$ cat src/rtl/old_control_decoder_if.sv
// Opcode-in / control-word-out bundle for the main control decoder.
// master: the fetch side that supplies the opcode and consumes control strobes.
// slave:  the decoder itself.
interface old_control_decoder_if;
  logic [5:0] opcode;
  logic       ALUsrc;
  logic [1:0] ALUop;
  logic       RegDst;
  logic       MemWrite;
  logic       MemRead;
  logic       Beq;
  logic       Bne;
  logic       Jump;
  logic       MemToReg;
  logic       RegWrite;
  logic       illegal;

  modport master (
    output opcode,
    input  ALUsrc, ALUop, RegDst, MemWrite, MemRead, Beq, Bne, Jump, MemToReg, RegWrite,
    input  illegal
  );

  modport slave (
    input  opcode,
    output ALUsrc, ALUop, RegDst, MemWrite, MemRead, Beq, Bne, Jump, MemToReg, RegWrite,
    output illegal
  );
endinterface

$ cat src/rtl/old_control_decoder.sv
// Main control decoder for the single-cycle MIPS-subset datapath.
// Decodes opcode[31:26] into control strobes, registered one cycle so the
// control word lines up with the following latch stage. Unknown opcodes give
// an all-zero control word with the illegal flag raised.
module old_control_decoder (
  input  logic                        clk,
  input  logic                        rst_n,
  old_control_decoder_if.slave        bus
);

  localparam logic [5:0] OpRType = 6'b000000;
  localparam logic [5:0] OpLw    = 6'b100011;
  localparam logic [5:0] OpSw    = 6'b101011;
  localparam logic [5:0] OpBeq   = 6'b000100;
  localparam logic [5:0] OpBne   = 6'b000101;
  localparam logic [5:0] OpJ     = 6'b000010;
  localparam logic [5:0] OpAddi  = 6'b001000;

  localparam logic [1:0] AluAdd   = 2'b00;
  localparam logic [1:0] AluSub   = 2'b01;
  localparam logic [1:0] AluFunct = 2'b10;

  logic       w_alu_src;
  logic [1:0] w_alu_op;
  logic       w_reg_dst;
  logic       w_mem_write;
  logic       w_mem_read;
  logic       w_beq;
  logic       w_bne;
  logic       w_jump;
  logic       w_mem_to_reg;
  logic       w_reg_write;
  logic       w_illegal;

  logic       r_alu_src;
  logic [1:0] r_alu_op;
  logic       r_reg_dst;
  logic       r_mem_write;
  logic       r_mem_read;
  logic       r_beq;
  logic       r_bne;
  logic       r_jump;
  logic       r_mem_to_reg;
  logic       r_reg_write;
  logic       r_illegal;

  // Combinational opcode decode; exact-match case so X/Z opcodes fall to default.
  always_comb begin
    w_alu_src    = 1'b0;
    w_alu_op     = AluAdd;
    w_reg_dst    = 1'b0;
    w_mem_write  = 1'b0;
    w_mem_read   = 1'b0;
    w_beq        = 1'b0;
    w_bne        = 1'b0;
    w_jump       = 1'b0;
    w_mem_to_reg = 1'b0;
    w_reg_write  = 1'b0;
    w_illegal    = 1'b0;
    case (bus.opcode)
      OpRType: begin
        w_reg_dst   = 1'b1;
        w_reg_write = 1'b1;
        w_alu_op    = AluFunct;
      end
      OpLw: begin
        w_alu_src    = 1'b1;
        w_mem_to_reg = 1'b1;
        w_reg_write  = 1'b1;
        w_mem_read   = 1'b1;
      end
      OpSw: begin
        w_alu_src   = 1'b1;
        w_mem_write = 1'b1;
      end
      OpBeq: begin
        w_beq    = 1'b1;
        w_alu_op = AluSub;
      end
      OpBne: begin
        w_bne    = 1'b1;
        w_alu_op = AluSub;
      end
      OpJ: begin
        w_jump = 1'b1;
      end
      OpAddi: begin
        w_alu_src   = 1'b1;
        w_reg_write = 1'b1;
      end
      default: begin
        w_illegal = 1'b1;
      end
    endcase
  end

  // Control word register; cleared asynchronously by reset.
  always_ff @(posedge clk or negedge rst_n) begin
    if (!rst_n) begin
      r_alu_src    <= 1'b0;
      r_alu_op     <= 2'b00;
      r_reg_dst    <= 1'b0;
      r_mem_write  <= 1'b0;
      r_mem_read   <= 1'b0;
      r_beq        <= 1'b0;
      r_bne        <= 1'b0;
      r_jump       <= 1'b0;
      r_mem_to_reg <= 1'b0;
      r_reg_write  <= 1'b0;
      r_illegal    <= 1'b0;
    end else begin
      r_alu_src    <= w_alu_src;
      r_alu_op     <= w_alu_op;
      r_reg_dst    <= w_reg_dst;
      r_mem_write  <= w_mem_write;
      r_mem_read   <= w_mem_read;
      r_beq        <= w_beq;
      r_bne        <= w_bne;
      r_jump       <= w_jump;
      r_mem_to_reg <= w_mem_to_reg;
      r_reg_write  <= w_reg_write;
      r_illegal    <= w_illegal;
    end
  end

  assign bus.ALUsrc   = r_alu_src;
  assign bus.ALUop    = r_alu_op;
  assign bus.RegDst   = r_reg_dst;
  assign bus.MemWrite = r_mem_write;
  assign bus.MemRead  = r_mem_read;
  assign bus.Beq      = r_beq;
  assign bus.Bne      = r_bne;
  assign bus.Jump     = r_jump;
  assign bus.MemToReg = r_mem_to_reg;
  assign bus.RegWrite = r_reg_write;
  assign bus.illegal  = r_illegal;

endmodule

$ cat src/flat_wrapper.sv
// flat-port wrapper written by rule: the top's interface ports become plain ports
module old_control_decoder_flat 
  (clk, rst_n, bus_opcode, bus_ALUsrc, bus_ALUop, bus_RegDst, bus_MemWrite, bus_MemRead, bus_Beq, bus_Bne, bus_Jump, bus_MemToReg, bus_RegWrite, bus_illegal);
  old_control_decoder_if bus_i ();
  input  logic clk;
  input  logic rst_n;
  input wire logic [$bits(bus_i.opcode)-1:0] bus_opcode;
  output wire logic [$bits(bus_i.ALUsrc)-1:0] bus_ALUsrc;
  output wire logic [$bits(bus_i.ALUop)-1:0] bus_ALUop;
  output wire logic [$bits(bus_i.RegDst)-1:0] bus_RegDst;
  output wire logic [$bits(bus_i.MemWrite)-1:0] bus_MemWrite;
  output wire logic [$bits(bus_i.MemRead)-1:0] bus_MemRead;
  output wire logic [$bits(bus_i.Beq)-1:0] bus_Beq;
  output wire logic [$bits(bus_i.Bne)-1:0] bus_Bne;
  output wire logic [$bits(bus_i.Jump)-1:0] bus_Jump;
  output wire logic [$bits(bus_i.MemToReg)-1:0] bus_MemToReg;
  output wire logic [$bits(bus_i.RegWrite)-1:0] bus_RegWrite;
  output wire logic [$bits(bus_i.illegal)-1:0] bus_illegal;
  assign bus_i.opcode = bus_opcode;
  assign bus_ALUsrc = bus_i.ALUsrc;
  assign bus_ALUop = bus_i.ALUop;
  assign bus_RegDst = bus_i.RegDst;
  assign bus_MemWrite = bus_i.MemWrite;
  assign bus_MemRead = bus_i.MemRead;
  assign bus_Beq = bus_i.Beq;
  assign bus_Bne = bus_i.Bne;
  assign bus_Jump = bus_i.Jump;
  assign bus_MemToReg = bus_i.MemToReg;
  assign bus_RegWrite = bus_i.RegWrite;
  assign bus_illegal = bus_i.illegal;
  old_control_decoder u_core (.clk(clk), .rst_n(rst_n), .bus(bus_i));
endmodule
$ cat config.mk
export PLATFORM = sky130hd
export DESIGN_NAME = old_control_decoder_flat
export DESIGN_NICKNAME = d
export VERILOG_FILES = /design/src/rtl/old_control_decoder_if.sv /design/src/rtl/old_control_decoder.sv /design/src/flat_wrapper.sv
export SDC_FILE = /design/constraint.sdc
export NUM_CORES = 1
export LEC_CHECK = 0
export CORE_AREA = 2 2 39 41
export CTS_BUF_LIST = sky130_fd_sc_hd__clkbuf_4 sky130_fd_sc_hd__clkbuf_8 sky130_fd_sc_hd__clkbuf_16
export DETAILED_ROUTE_END_ITERATION = 12
export DIE_AREA = 0 0 41 43
export GPL_TIMING_DRIVEN = 0
export PLACE_DENSITY = 0.71
export REMOVE_ABC_BUFFERS = 1
export SLEW_MARGIN = 5
export SYNTH_ARGS = -nofsm -noshare
export SYNTH_HDL_FRONTEND = slang
export SYNTH_SLANG_ARGS = --single-unit
$ cat constraint.sdc
create_clock -name clk -period 0.8 [get_ports clk]
set_input_delay 0.12 -clock clk [delete_from_list [all_inputs] [get_ports clk]]
set_output_delay 0.12 -clock clk [all_outputs]
set_load 0.02 [all_outputs]
# After elaboration in Yosys (flattened, before gate mapping)
# Index checks and enable logic that the tools add are counted.
# W data, S select, Z words.
word_totals:
  reg_bits: 11
  out_inout_bits: 12
  wordCells: 31
  input_bits: 8
op_classes:
  mux: 10
  n_eq_ne: 6
  n_reduce_logical: 5
ops:
  columns: ["op", "count"]
  rows:
  - ["$eq A6 B3 Y1 const B", 2]
  - ["$eq A6 B6 Y1 const B", 2]
  - ["$mux W1", 9]
  - ["$reduce_or A7 Y1", 1]
  - ["$eq A6 B2 Y1 const B", 1]
  - ["$eq A6 B4 Y1 const B", 1]
  - ["$logic_not A6 Y1", 1]
  - ["$reduce_or A3 Y1", 2]
  - ["$pmux W2 S2", 1]
  - ["$reduce_or A2 Y1", 1]

# Logic depth before layout (Yosys ltp)
# Gate-level depths: netlist (run 1).
logic_depth:
  word_depth: 3
  depth_mapped: 4
  ltp_nobuf: 3

# Worst setup path before layout (run 1)
# OpenSTA, ideal clock, no wires.
synth_timing:
  kind: "input to register"
  from: "in bus_opcode[2]"
  to: "reg u_core.r_jump, in the netlist u_core.bus.Jump"
  setup_slack_ns: -0.182
  n_path_buf: 1
  setup_time_ns: 0.088
  path_stages: 3
  t_arrival_ns: 0.894
  path_cell_list: "buf_6 > or4_4 > nor3b_1"
synth_between:
  elab_chain_len: 2
synth_rtl:
  columns: ["item", "line", "source"]
  rows:
  - ["start: declaration", "flat_wrapper.sv:7", "input wire logic [$bits(bus_i.opcode)-1:0] bus_opcode;"]
  - ["$eq A6 B2 Y1", "old_control_decoder.sv:60", "case (bus.opcode)"]
  - ["$mux W1", "old_control_decoder.sv:60", null]
  - ["net u_core.w_jump", "old_control_decoder.sv:30", "logic w_jump;"]
  - ["end signal: assignment", "old_control_decoder.sv:119", "r_jump <= w_jump;"]
  - ["end: declaration", "old_control_decoder.sv:42", "logic r_jump;"]
# The timed path passes the listed nets, and every way through them passes these cells.

==> results.toml, run 1 <==
[critical_path]
slowest_stage = "dfrtp_1"
critPathLaunchType = "flop"
slowest_delay_ns = 0.37
crit_family = "flip-flops"
path_cells = "buf_2"
end_kind = "primary output"
cp.arrival_ns = 0.79
cp.buffers_inverters = 1
critical_path_required_ns = 0.68
critical_path_class = "flop to primary output"
path_max_fanout = 2

[pwr]
power.density_mw_per_mm2 = 1470
p_leak_nw = 0.315
ir_worst_vdd_mv = 0.546
finalPower_mw = 1.01

[logic_synthesis]
ys_seq_area_share_pct = 59.0
synth-seq-cells = 10
syn-mean-instance-area_sq_um = 12.9
synthCells = 33
yosys_warnings = 0
synth_area_sq_um = 424
synth_cell_type_count = 21

[clock_tree]
clk_pin_slew_ns = 0.06
cts_tree = "done"
htreeDepth = 1
cts.sinks = 10
cts_root_buf = "clkbuf_4"
cts_buffer_depth = 2
numCtsBuffers = 3

[place]
gp_congestion = 0.657
dp_cells = 65
port_buffers = 19
dpl.hpwl_um = 649

[sta]
final_max_slew_viol_count = 0
setup_slack_ns = -0.112
clock.fmax_mhz = 1100
finalSetupViolCount = 13
period_share_pct = 114
slew_headroom_pct = 70.6
tightest_slew_ns = 0.440
rsz0062_at_grt = "yes"
finalHoldViolCount = 0
tns_ns = -1.04
period_needed_ns = 0.912

[floorplanning]
die_w_um = 41
fp-row-count = 14
die_h_um = 43
die_area_sq_mm = 0.00176
pin_count = 20
coreArea_sq_mm = 0.00138
initial_utilization_pct = 30.7

[cells_and_area]
final_util_pct = 49.8
multiInputGateArea_sq_um = 179
final_net_count = 65
syn_to_final_growth_pct = 62.5
num_antenna_cells = 0
nFillCells = 128
seqCellArea_sq_um = 250
layout-drive-gt1-share_pct = 58.2
instances_no_fill = 71
final_cell_mix = "10 x buf_6, 10 x dfrtp_1, 4 x buf_4, 4 x buf_2, 3 x clkbuf_4"

[outcome]
violations = "negative setup slack"
status = "finished with violations"

[drt]
vias = 359
drt_iter0_markers = 4
drc = 0
routedWlPerCell_um = 13.5
wl_um = 960
via_per_inst = 5.06
dr.pass1.iters = 2
drtAntennaViolNets = 0

[hold_path]
hold_class = "primary input to flop"

[grt]
grt_usage_pct = 12.2
overflow = 0
antenna_found_initial = 0
grt_max_degree = 11
grt_pass1_vias = 318
grt_pass1_wl_um = 1350

[flow_run]
maxCapViolCount = 0
per-layer routing:
metal | wire, um | vias up | track usage [%]
li1 | - | 167 | -
met1 | 391 | 177 | 11.9
met2 | 502 | 13 | 19.1
met3 | 46 | 2 | 3.14
met4 | 19 | 0 | 12.0
met5 | 0 | - | 0
through the flow:
| step | area [sq um] | hold slack [ns] | setup slack (ns) |
|---|---|---|---|
| 2_1_floorplan | 398 | -0.176 | -0.131 |
| 3_3_place_gp | 608 | 0.451 | -0.761 |
| 3_5_place_dp | 608 | 0.454 | -0.778 |
| 4_1_cts | 626 | 0.0415 | -0.128 |
| 5_1_grt | 689 | 0.0524 | -0.141 |
| 6_report | 689 | 0.0495 | -0.112 |
worst paths after layout:
path,startpoint,endpoint,slack (ns),depth (start not counted)
setup / recovery,u_core.bus.ALUop[1],bus_RegDst,-0.11,1
hold / removal,bus_opcode[2],u_core.bus.RegWrite,0.05,2
max in group asynchronous,rst_n,u_core.bus.ALUop[1],0.33,1
min in group asynchronous,rst_n,u_core.bus.ALUsrc,0.17,1
repair_timing:
| action | CTS | global route |
|---|---|---|
| pin swaps | 5 | 4 |
| endpoints found under the hold margin | 0 | 1 |
| setup endpoints to repair | 22 | 16 |
| resized for setup | 99 | 14 |
| hold buffers | 0 | 1 |
| buffers inserted | 0 | 2 |
registers in the layout (all words and copies together), names as in the netlist:
register,cells
u_core.bus.RegWrite,1
u_core.bus.Jump,1
u_core.bus.ALUsrc,1
u_core.bus.illegal,1
u_core.bus.MemRead,1
u_core.bus.Beq,1
u_core.bus.Bne,1
u_core.bus.ALUop,2
u_core.bus.MemWrite,1
logic make-up after synthesis:
family                 Yosys count  synth area share [%]
AOI/OAI and AO/OA                5                  8.56
buffers and inverters            3                  6.19
DFF                             10                  59.0
and+or+nand+nor                 15                  26.3
synthesized netlist by cell type:
library cell  instances  share of area, %
or4b_1                1               2.4
nor2b_1               1               1.5
dfrtp_1              10                59
nor4_1                1               1.5
and2_1                1               1.5
nand3_1               1               1.2
o21a_1                1               1.8
buf_6                 1               2.7
or4b_4                1               3.2
a2111oi_0             1               2.1
or4_4                 1               2.7
o21ai_0               1               1.2
nor4b_1               1               2.1
buf_4                 2               3.5
a211oi_1              1               1.8
or4_1                 1               1.8
nor3_1                3               3.5
nor3b_1               1               1.8
or3_2                 1               1.8
o21bai_1              1               1.8
nor2_2                1               1.5
layout make-up:
class	count	area share [%]
clock buffers	3	3.27
multi-input cells	20	26.0
flip-flops and latches	10	36.3
well taps	16	2.90
repair buffers	22	31.6
power breakdown:
group	internal [mW]	switching, mW
clock	0.173	0.155
sequential	0.515	0.00391
combinational	0.0863	0.0786
Power figures use the tool's default switching activity.
==> inputs of run 2 (changes only) <==
--- a/config.mk
+++ b/config.mk
@@ -5,12 +5,13 @@
 export SDC_FILE = /design/constraint.sdc
 export NUM_CORES = 1
 export LEC_CHECK = 0
+export ABC_AREA = 1
 export CORE_AREA = 2 2 39 41
 export CTS_BUF_LIST = sky130_fd_sc_hd__clkbuf_4 sky130_fd_sc_hd__clkbuf_8 sky130_fd_sc_hd__clkbuf_16
 export DETAILED_ROUTE_END_ITERATION = 12
 export DIE_AREA = 0 0 41 43
 export GPL_TIMING_DRIVEN = 0
-export PLACE_DENSITY = 0.71
+export PLACE_DENSITY = 0.7
 export REMOVE_ABC_BUFFERS = 1
 export SLEW_MARGIN = 5
 export SYNTH_ARGS = -nofsm -noshare
==> results.toml, run 2 <==
[logic_synthesis]
synth-seq-cells = 10
netlist.area_leader.share_pct = 60.2
ys_seq_area_share_pct = 60.2
synthCells = 44
synth_common_cells = "10 x dfrtp_1, 10 x nor2_1, 7 x inv_1"
yosys_warnings = 0
yosys-top-cells-area = "dfrtp_1 60%, nor2_1 9.0%, nand3_2 7.2%, inv_1 6.3%, buf_4 3.6%"
synth_ff_type = "dfrtp_1"
syn-mean-instance-area_sq_um = 9.44
synth_area_sq_um = 415
synth-async-reset-ratio_pct = 100
synth_largest_area_cell = "dfrtp_1"
synth-edff-count = 0
synth_cell_type_count = 12

[critical_path]
slowest_stage = "dfrtp_1"
critical_path.endpoint = "bus_ALUop[1]"
end_kind = "primary output"
cp_num_cells = 1
critical_path_required_ns = 0.68
crit_start = "u_core.bus.ALUop[1]"
path_cells = "buf_2"
cp.buffers_inverters = 1
crit_family = "flip-flops"
critical_path_class = "flop to primary output"
path_max_fanout = 2
cp.arrival_ns = 0.78
critPathLaunchType = "flop"
slowest_delay_ns = 0.37

[grt]
grt_max_degree = 11
grt_pass1_wl_um = 1100
grt_pass1_vias = 287
antenna_found_initial = 0
overflow = 0
grt_usage_pct = 9.77

[outcome]
status = "finished with violations"
violations = "negative setup slack"

[clock_tree]
clk_pin_slew_ns = 0.06
cts_buffer_depth = 2
cts_tree = "done"
numCtsBuffers = 3
cts_root_buf = "clkbuf_4"
htreeDepth = 1
cts.sinks = 10
cts_hold_buf = 0
cts_setup_buffers = 0

[cells_and_area]
largest_reg_flops = 2
final_common_cell = "dfrtp_1"
nFillCells = 143
final_net_count = 74
layout-drive-gt1-share_pct = 35.9
num_antenna_cells = 0
final_cell_mix = "10 x dfrtp_1, 9 x nor2_1, 8 x buf_6"
syn_to_final_growth_pct = 49.4

[place]
port_buffers = 19
dpl.hpwl_um = 553
dp_worst_setup_slack_ns = -0.384
gp_congestion = 0.778

[pwr]
power.density_mw_per_mm2 = 1530
ir_worst_vdd_mv = 0.460
p_leak_nw = 0.358

[hold_path]
hold_class = "primary input to async pin"

[floorplanning]
initial_utilization_pct = 30.0
die_area_sq_mm = 0.00176
pin_count = 20
die_w_um = 41
coreArea_sq_mm = 0.00138
die_h_um = 43
fp-row-count = 14

[drt]
dr.pass1.iters = 2
routedWlPerCell_um = 8.48
wl_um = 678
vias = 321
drc = 0
drtAntennaViolNets = 0
drt_iter0_markers = 3
via_per_inst = 4.01

[sta]
slew_headroom_pct = 73.0
tightest_slew_ns = 0.404
period_share_pct = 112
finalSetupViolCount = 12
finalHoldViolCount = 0
setup_slack_ns = -0.0952
period_needed_ns = 0.895
tns_ns = -0.921
clock.fmax_mhz = 1120
rsz0062_at_grt = "yes"
final_max_slew_viol_count = 0

[flow_run]
maxCapViolCount = 0
run 2: changes by cell type after synthesis, sizes merged, moves of 2 or more:
cell	previous run	this run
or4b	2	0
nor2	1	12
or4	2	0
inv	0	9
nor3	3	1
nand2	0	4
nand3	1	4
run 2: worst min-delay path by stage:
stage                                     end  slack [ns]  cells past startpoint
after CTS                  u_core.bus.illegal        0.17                      1
final                       u_core.bus.ALUsrc        0.16                      1
after floorplan           u_core.bus.ALUop[0]       -0.18                      0
after global routing       u_core.bus.illegal        0.19                      1
after detailed placement    u_core.bus.ALUsrc        0.45                      1
after global placement      u_core.bus.ALUsrc        0.44                      1
run 2: layout make-up:
type                            instances  area, sq um  area share, %
Timing Repair Buffer                   19          175           28.2
Clock buffer                            3         22.5           3.63
Multi-Input combinational cell         23          119           19.2
Tap cell                               16         20.0           3.23
Sequential cell                        10          250           40.3
Inverter                                9         33.8           5.44
run 2: logic make-up after synthesis:
group                  share of synthesized area, %
flip-flops                                     60.2
buffers and inverters                          11.7
AO/OA/AOI/OAI                                  1.20
AND/OR/NAND/NOR                                26.8
run 2: report_power, final:
group	total [mW]	switching, mW	internal (mW)	leakage, nW
clock	0.313	0.141	0.172	0.0138
sequential	0.519	0.00373	0.515	0.134
combinational	0.117	0.0682	0.0488	0.210
run 2: per-stage QoR:
| stage | cell area (sq um) | hold WS, ns | cells | total power [mW] | utilization (%) |
|---|---|---|---|---|---|
| after floorplan | 400 | -0.176 | 42 | 0.574 | - |
| after global routing | 621 | 0.190 | 80 | 1.00 | 44.8 |
| after CTS | 618 | 0.171 | 80 | 0.967 | 44.7 |
| final | 621 | 0.162 | 80 | 0.948 | 44.8 |
| after detailed placement | 611 | 0.446 | 77 | 0.654 | 44.1 |
| after global placement | 611 | 0.437 | 77 | 0.652 | 44.1 |
run 2: routing by layer:
metal	up-vias	part of all wire, %	track usage [%]
met5	-	0	0
met4	0	1.8	12.0
met3	2	9.6	1.57
met2	15	49	14.7
met1	134	39	9.40
li1	170	-	-
run 2: timing repair:
action                                  in CTS  in global routing
pin swaps                                    2                  0
resized for setup                           71                  1
endpoints found under the setup margin      21                 12
